$ cat src/rtl/icache_refill_responder.sv
// Memory-side responder for instruction-cache line fills: reads the line as
// in-order single-word reads and returns it with a one-cycle ready pulse.
module icache_refill_responder #(
    parameter int WORD                = 32,
    parameter int CACHE_LINE_WIDTH    = 128,
    parameter int CACHE_LINE_BYTE_LOG = 4
) (
    input  logic                        clk,
    input  logic                        rst,
    input  logic                        memory_valid,
    input  logic [WORD-1:0]             load_addr,
    output logic                        memory_ready,
    output logic [CACHE_LINE_WIDTH-1:0] inst_from_mem,
    output logic                        mem_rd_req,
    output logic [WORD-1:0]             mem_rd_addr,
    input  logic                        mem_rd_ack,
    input  logic                        mem_rd_valid,
    input  logic [WORD-1:0]             mem_rd_data
);

    localparam int BEATS = CACHE_LINE_WIDTH / WORD;
    localparam int BW    = (BEATS > 1) ? $clog2(BEATS) : 1;
    localparam int WB    = WORD / 8;

    typedef enum logic [1:0] {
        IDLE,
        REQ,
        WAIT,
        RESP
    } state_t;

    state_t          state;
    logic [BW-1:0]   beat;
    logic [WORD-1:0] base;

    logic [WORD-1:0] line_base;
    logic [BW-1:0]   beat_nxt;
    logic [WORD-1:0] nxt_addr;
    logic            last_beat;
    logic            capture;
    logic            unused_offset;

    // Offset bits of the request address never reach the backing memory.
    assign unused_offset = ^load_addr[CACHE_LINE_BYTE_LOG-1:0];

    assign line_base = {load_addr[WORD-1:CACHE_LINE_BYTE_LOG],
                        {CACHE_LINE_BYTE_LOG{1'b0}}};
    assign beat_nxt  = beat + 1'b1;
    assign nxt_addr  = base + (WORD'(beat_nxt) * WORD'(WB));
    assign last_beat = (beat == BW'(BEATS - 1));

    // A word is taken on same-cycle ack+data in REQ, or on data in WAIT.
    assign capture = ((state == REQ) && mem_rd_ack && mem_rd_valid) ||
                     ((state == WAIT) && mem_rd_valid);

    always_ff @(posedge clk or negedge rst) begin
        if (!rst) begin
            state         <= IDLE;
            beat          <= '0;
            base          <= '0;
            memory_ready  <= 1'b0;
            mem_rd_req    <= 1'b0;
            mem_rd_addr   <= '0;
            inst_from_mem <= '0;
        end else begin
            unique case (state)
                IDLE: begin
                    if (memory_valid) begin
                        base        <= line_base;
                        beat        <= '0;
                        mem_rd_req  <= 1'b1;
                        mem_rd_addr <= line_base;
                        state       <= REQ;
                    end
                end
                REQ: begin
                    if (mem_rd_ack && !mem_rd_valid) begin
                        mem_rd_req <= 1'b0;
                        state      <= WAIT;
                    end
                end
                WAIT: begin
                    mem_rd_req <= 1'b0;
                end
                RESP: begin
                    memory_ready <= 1'b0;
                    state        <= IDLE;
                end
                default: begin
                    state <= IDLE;
                end
            endcase

            if (capture) begin
                inst_from_mem[WORD*beat +: WORD] <= mem_rd_data;
                if (last_beat) begin
                    mem_rd_req   <= 1'b0;
                    memory_ready <= 1'b1;
                    state        <= RESP;
                end else begin
                    beat        <= beat_nxt;
                    mem_rd_req  <= 1'b1;
                    mem_rd_addr <= nxt_addr;
                    state       <= REQ;
                end
            end
        end
    end

endmodule

$ cat config.mk
export PLATFORM = sky130hd
export DESIGN_NAME = icache_refill_responder
export DESIGN_NICKNAME = d
export VERILOG_FILES = /design/src/rtl/icache_refill_responder.sv
export SDC_FILE = /design/constraint.sdc
export NUM_CORES = 1
export LEC_CHECK = 0
export CAP_MARGIN = 15
export CORE_ASPECT_RATIO = 2
export CORE_UTILIZATION = 48
export DETAILED_ROUTE_END_ITERATION = 12
export PLACE_DENSITY = 0.88
export SLEW_MARGIN = 20
export SYNTH_ARGS = -nofsm -noshare
export SYNTH_HDL_FRONTEND = slang
export SYNTH_SLANG_ARGS = --single-unit
$ cat constraint.sdc
create_clock -name clk -period 2.4 [get_ports clk]
set_input_delay 0.48 -clock clk [delete_from_list [all_inputs] [get_ports clk]]
set_output_delay 0.48 -clock clk [all_outputs]
set_load 0.02 [all_outputs]
==> tab_implementation.tex <==
\begin{tabular}{lr}
\hline
Metric & Value \\
\hline
\multicolumn{2}{l}{\textbf{Outcome}} \\
\quad Run status & finished clean \\
\multicolumn{2}{l}{\textbf{Final layout}} \\
\quad Area Overhead vs Synth & 38.5\% \\
\quad \# nets final & 1147 \\
\quad Inserted Diodes & 0 \\
\quad Final standard cell count with taps included and fillers excluded & 1285 \\
\quad Total of fill cells in the finished design & 1173 \\
\quad Layout cell share with drive strength beyond 1 & 0.0629 \\
\quad Finished Core Util & 0.678 \\
\quad Combined area of the multi-input logic cells & 0.00282 mm² \\
\quad Combined flip-flop and latch cell area & 0.00485 mm² \\
\multicolumn{2}{l}{\textbf{Route}} \\
\quad DR DRC count & 0 \\
\quad Total iterations of the first detailed-routing run & 5 \\
\quad Final WL & 21400 µm \\
\quad Wire per inst & 16.7 µm \\
\quad Detailed-route via count & 6702 \\
\quad Remaining number of nets flagged by the antenna check after routing & 0 \\
\quad Drt via density & 5.22 \\
\quad DRC marker count from the first detailed-route iteration & 311 \\
\multicolumn{2}{l}{\textbf{Setup path}} \\
\quad Crit path capture type & flop \\
\quad Crit-path max FO & 32 \\
\quad R2r worst-path depth & 6 \\
\quad Worst setup path category & flop to flop \\
\quad Worst EP required & 2.73 ns \\
\quad Critical Path Source Type & flop \\
\quad Data arrival at the endpoint of the critical path & 2.55 ns \\
\multicolumn{2}{l}{\textbf{Global route}} \\
\quad Vias in the first global route & 6913 \\
\quad Sum of overflow across all layers after global routing & 0 \\
\quad GRT Util Overall & 0.262 \\
\quad Maximum number of pins on one net before global-route repair & 65 \\
\quad First-pass GRT wire length & 34300 µm \\
\quad Initial antenna violation count & 0 \\
\multicolumn{2}{l}{\textbf{Clock network}} \\
\quad Max Root-Sink Buffers & 2 \\
\quad Clk\_lat worst skew & 0.43 ns \\
\quad Clock tree from TritonCTS & built \\
\quad Post\_cts resized & 0 \\
\quad Num Clock Sinks & 194 \\
\quad Clock slew at reported path FFs & 0.07 ns \\
\quad Hold-fix buffer count after cts & 1 \\
\quad Clock Root Buffer & clkbuf\_16 \\
\quad Count of H-tree levels built during CTS & 4 \\
\quad Setup Buffers After CTS & 0 \\
\quad CTS buffer count & 17 \\
\multicolumn{2}{l}{\textbf{Die}} \\
\quad Die footprint & 0.0171 mm² \\
\quad I/O pin cnt & 231 \\
\quad Core Box Area & 0.0163 mm² \\
\quad Floorplan die width & 93.1 µm \\
\quad Starting density of the core & 0.489 \\
\quad Die Y & 184 µm \\
\quad Row count & 66 \\
\multicolumn{2}{l}{\textbf{STA}} \\
\quad FMAX & 450 MHz \\
\quad Worst Slack Setup Final & 0.176 ns \\
\quad Post-layout min period & 2.22 ns \\
\quad Slew of the pin with the lowest slew margin & 0.628 ns \\
\quad Worst clock skew on the final layout & 0.0137 ns \\
\quad Setup repair after global routing missed its margin & false \\
\quad Final critical-path share of the clock period & 0.927 \\
\quad Worst-case headroom to the max-slew limit & 0.581 \\
\quad Final Hold Viols & 0 \\
\quad Total negative slack for setup checks & 0 ns \\
\quad Pins Over Slew Limit & 0 \\
\quad Final setup violation count & 0 \\
\multicolumn{2}{l}{\textbf{Yosys}} \\
\quad Cell Area, Synth & 0.00796 mm² \\
\quad Most area-hungry cell type in the Yosys netlist & dfrtp\_1 \\
\quad Number of synthesis warnings & 0 \\
\quad Count of unique library cells instantiated by Yosys & 30 \\
\quad Yosys top cell area share & 0.610 \\
\quad Cells after synthesis & 851 \\
\quad Mean post-synth cell area & 9.35 µm² \\
\quad Register bit total from synthesis & 194 \\
\quad Seq/Total Area, Yosys & 0.610 \\
\quad Area contributors post-synth & dfrtp\_1, nand2\_1, o21ai\_0 \\
\quad Net count of the mapped netlist & 930 \\
\multicolumn{2}{l}{\textbf{Place}} \\
\quad Inst Count DP & 1252 \\
\quad Worst-case setup slack after placement & 0.175 ns \\
\quad Weighted congestion reported at the end of routability-driven placement & 0.809 \\
\quad Number of buffers inserted by port buffering & 226 \\
\quad Final HPWL from detailed placement & 15000 µm \\
\multicolumn{2}{l}{\textbf{Power and ir drop}} \\
\quad Largest voltage drop on the vdd net & 0.760 mV \\
\quad Cell leakage power & 0.00498 µW \\
\quad Pwr per Cell Area & 1330 mW/mm² \\
\multicolumn{2}{l}{\textbf{Worst hold path}} \\
\quad Hold Path Class & flop to flop \\
\quad Hold Path Stages & 1 \\
\multicolumn{2}{l}{\textbf{Run}} \\
\quad Max-Cap Viols & 0 \\
\hline
\end{tabular}
==> report_power, final <==
part           switching (µW)  internal, µW  total, µW  leakage (µW)
clock network            1240          1570       2810      0.000274
registers                 723          4500       5220       0.00260
logic                    3700          2880       6580       0.00210
==> layer usage <==
layer	vias up	part of all wire	track usage
met5	-	0	0
met4	0	0.038	0.134
met3	51	0.049	0.0441
met2	249	0.56	0.486
met1	3212	0.35	0.279
li1	3190	-	-
==> through the flow <==
step	area [µm²]	power [µW]	hold slack [ns]
after floorplan	7960	8850	0.184
after global placement	10400	11600	0.443
after detailed placement	10400	11900	0.447
after CTS	11000	14700	0.475
after global routing	11000	15500	0.499
final	11000	14600	0.473
==> worst max-delay path: stages (launching register included) <==
cell and delay [ns]:
dfrtp_1 0.57, inv_2 0.16, ha_1 0.45, nor3_4 0.21, buf_4 0.41, nand2_1 0.12, o21ai_0 0.19
==> placed cells by master, fill, tap and decap left out <==
cell type and count:
nand3_2 4, nor3_1 1, ha_1 10, a21o_1 30, nor3_4 1, clkbuf_8 2, inv_6 1, o32a_1 1
nand2_1 369, mux2_2 2, buf_12 3, a21oi_1 31, o21a_1 1, o21ai_1 55, nor3b_4 4, nor2b_1 1
dlygate4sd3_1 1, buf_4 21, inv_2 1, clkbuf_1 3, a2bb2oi_1 1, nor2_1 2, o21ai_0 73, a22o_1 3
a211oi_1 2, inv_1 5, clkbuf_16 17, clkinv_4 4, bufinv_16 2, clkdlybuf4s50_1 225, clkinvlp_4 3, o22ai_1 1
nand2_2 2, clkinv_2 1, and2_1 3, nand2b_1 1, dfrtp_1 194
==> registers in the layout (all words and copies together) (netlist names) <==
signal         count
base              28
beat               2
inst_from_mem    128
mem_rd_addr       32
mem_rd_req         1
memory_ready       1
state              2
==> synthesized netlist by cell type, drive strengths merged <==
cell     number
inv           6
a21oi        31
o21ai       128
buf          32
o21a          1
o32a          1
nor2b         1
nor3          2
o22ai         1
nand2b        1
a2bb2oi       1
nor2          2
ha           10
a211oi        2
a22o          3
a21o         30
dfrtp       194
nor3b         4
clkbuf       21
and2          3
mux2          2
nand3         4
nand2       371
==> path summary, 6_finish.rpt <==
| check | slack, ns | start | end |
|---|---|---|---|
| setup / recovery | 0.18 | beat[0]$_DFF_PN0_ | inst_from_mem[114]$_DFFE_PN0P_ |
| hold / removal | 0.47 | base[17]$_DFFE_PN0P_ | mem_rd_addr[17]$_DFF_PN0_ |
| setup reg to reg | 0.18 | beat[0]$_DFF_PN0_ | inst_from_mem[114]$_DFFE_PN0P_ |
| hold reg to reg | 0.47 | base[17]$_DFFE_PN0P_ | mem_rd_addr[17]$_DFF_PN0_ |
| max in group asynchronous | 1.17 | rst | base[27]$_DFFE_PN0P_ |
| min in group asynchronous | 0.56 | rst | inst_from_mem[107]$_DFFE_PN0P_ |
==> cells by family after synthesis <==
family	after synthesis	synth area share
multiplexers	2	0.00283
flip-flops	194	0.610
AND/OR/NAND/NOR	388	0.197
AO/OA/AOI/OAI	198	0.138
buffers and inverters	59	0.0366
adder cells (fa/ha/maj)	10	0.0157
==> layout make-up <==
class	instances	area share
Timing Repair Buffer	251	0.226
Inverter	6	0.00204
Tap cell	204	0.0232
Clock inverter	11	0.0119
Sequential cell	194	0.440
Multi-Input combinational cell	598	0.255
Clock buffer	21	0.0409
(Power assumes the default switching activity.)
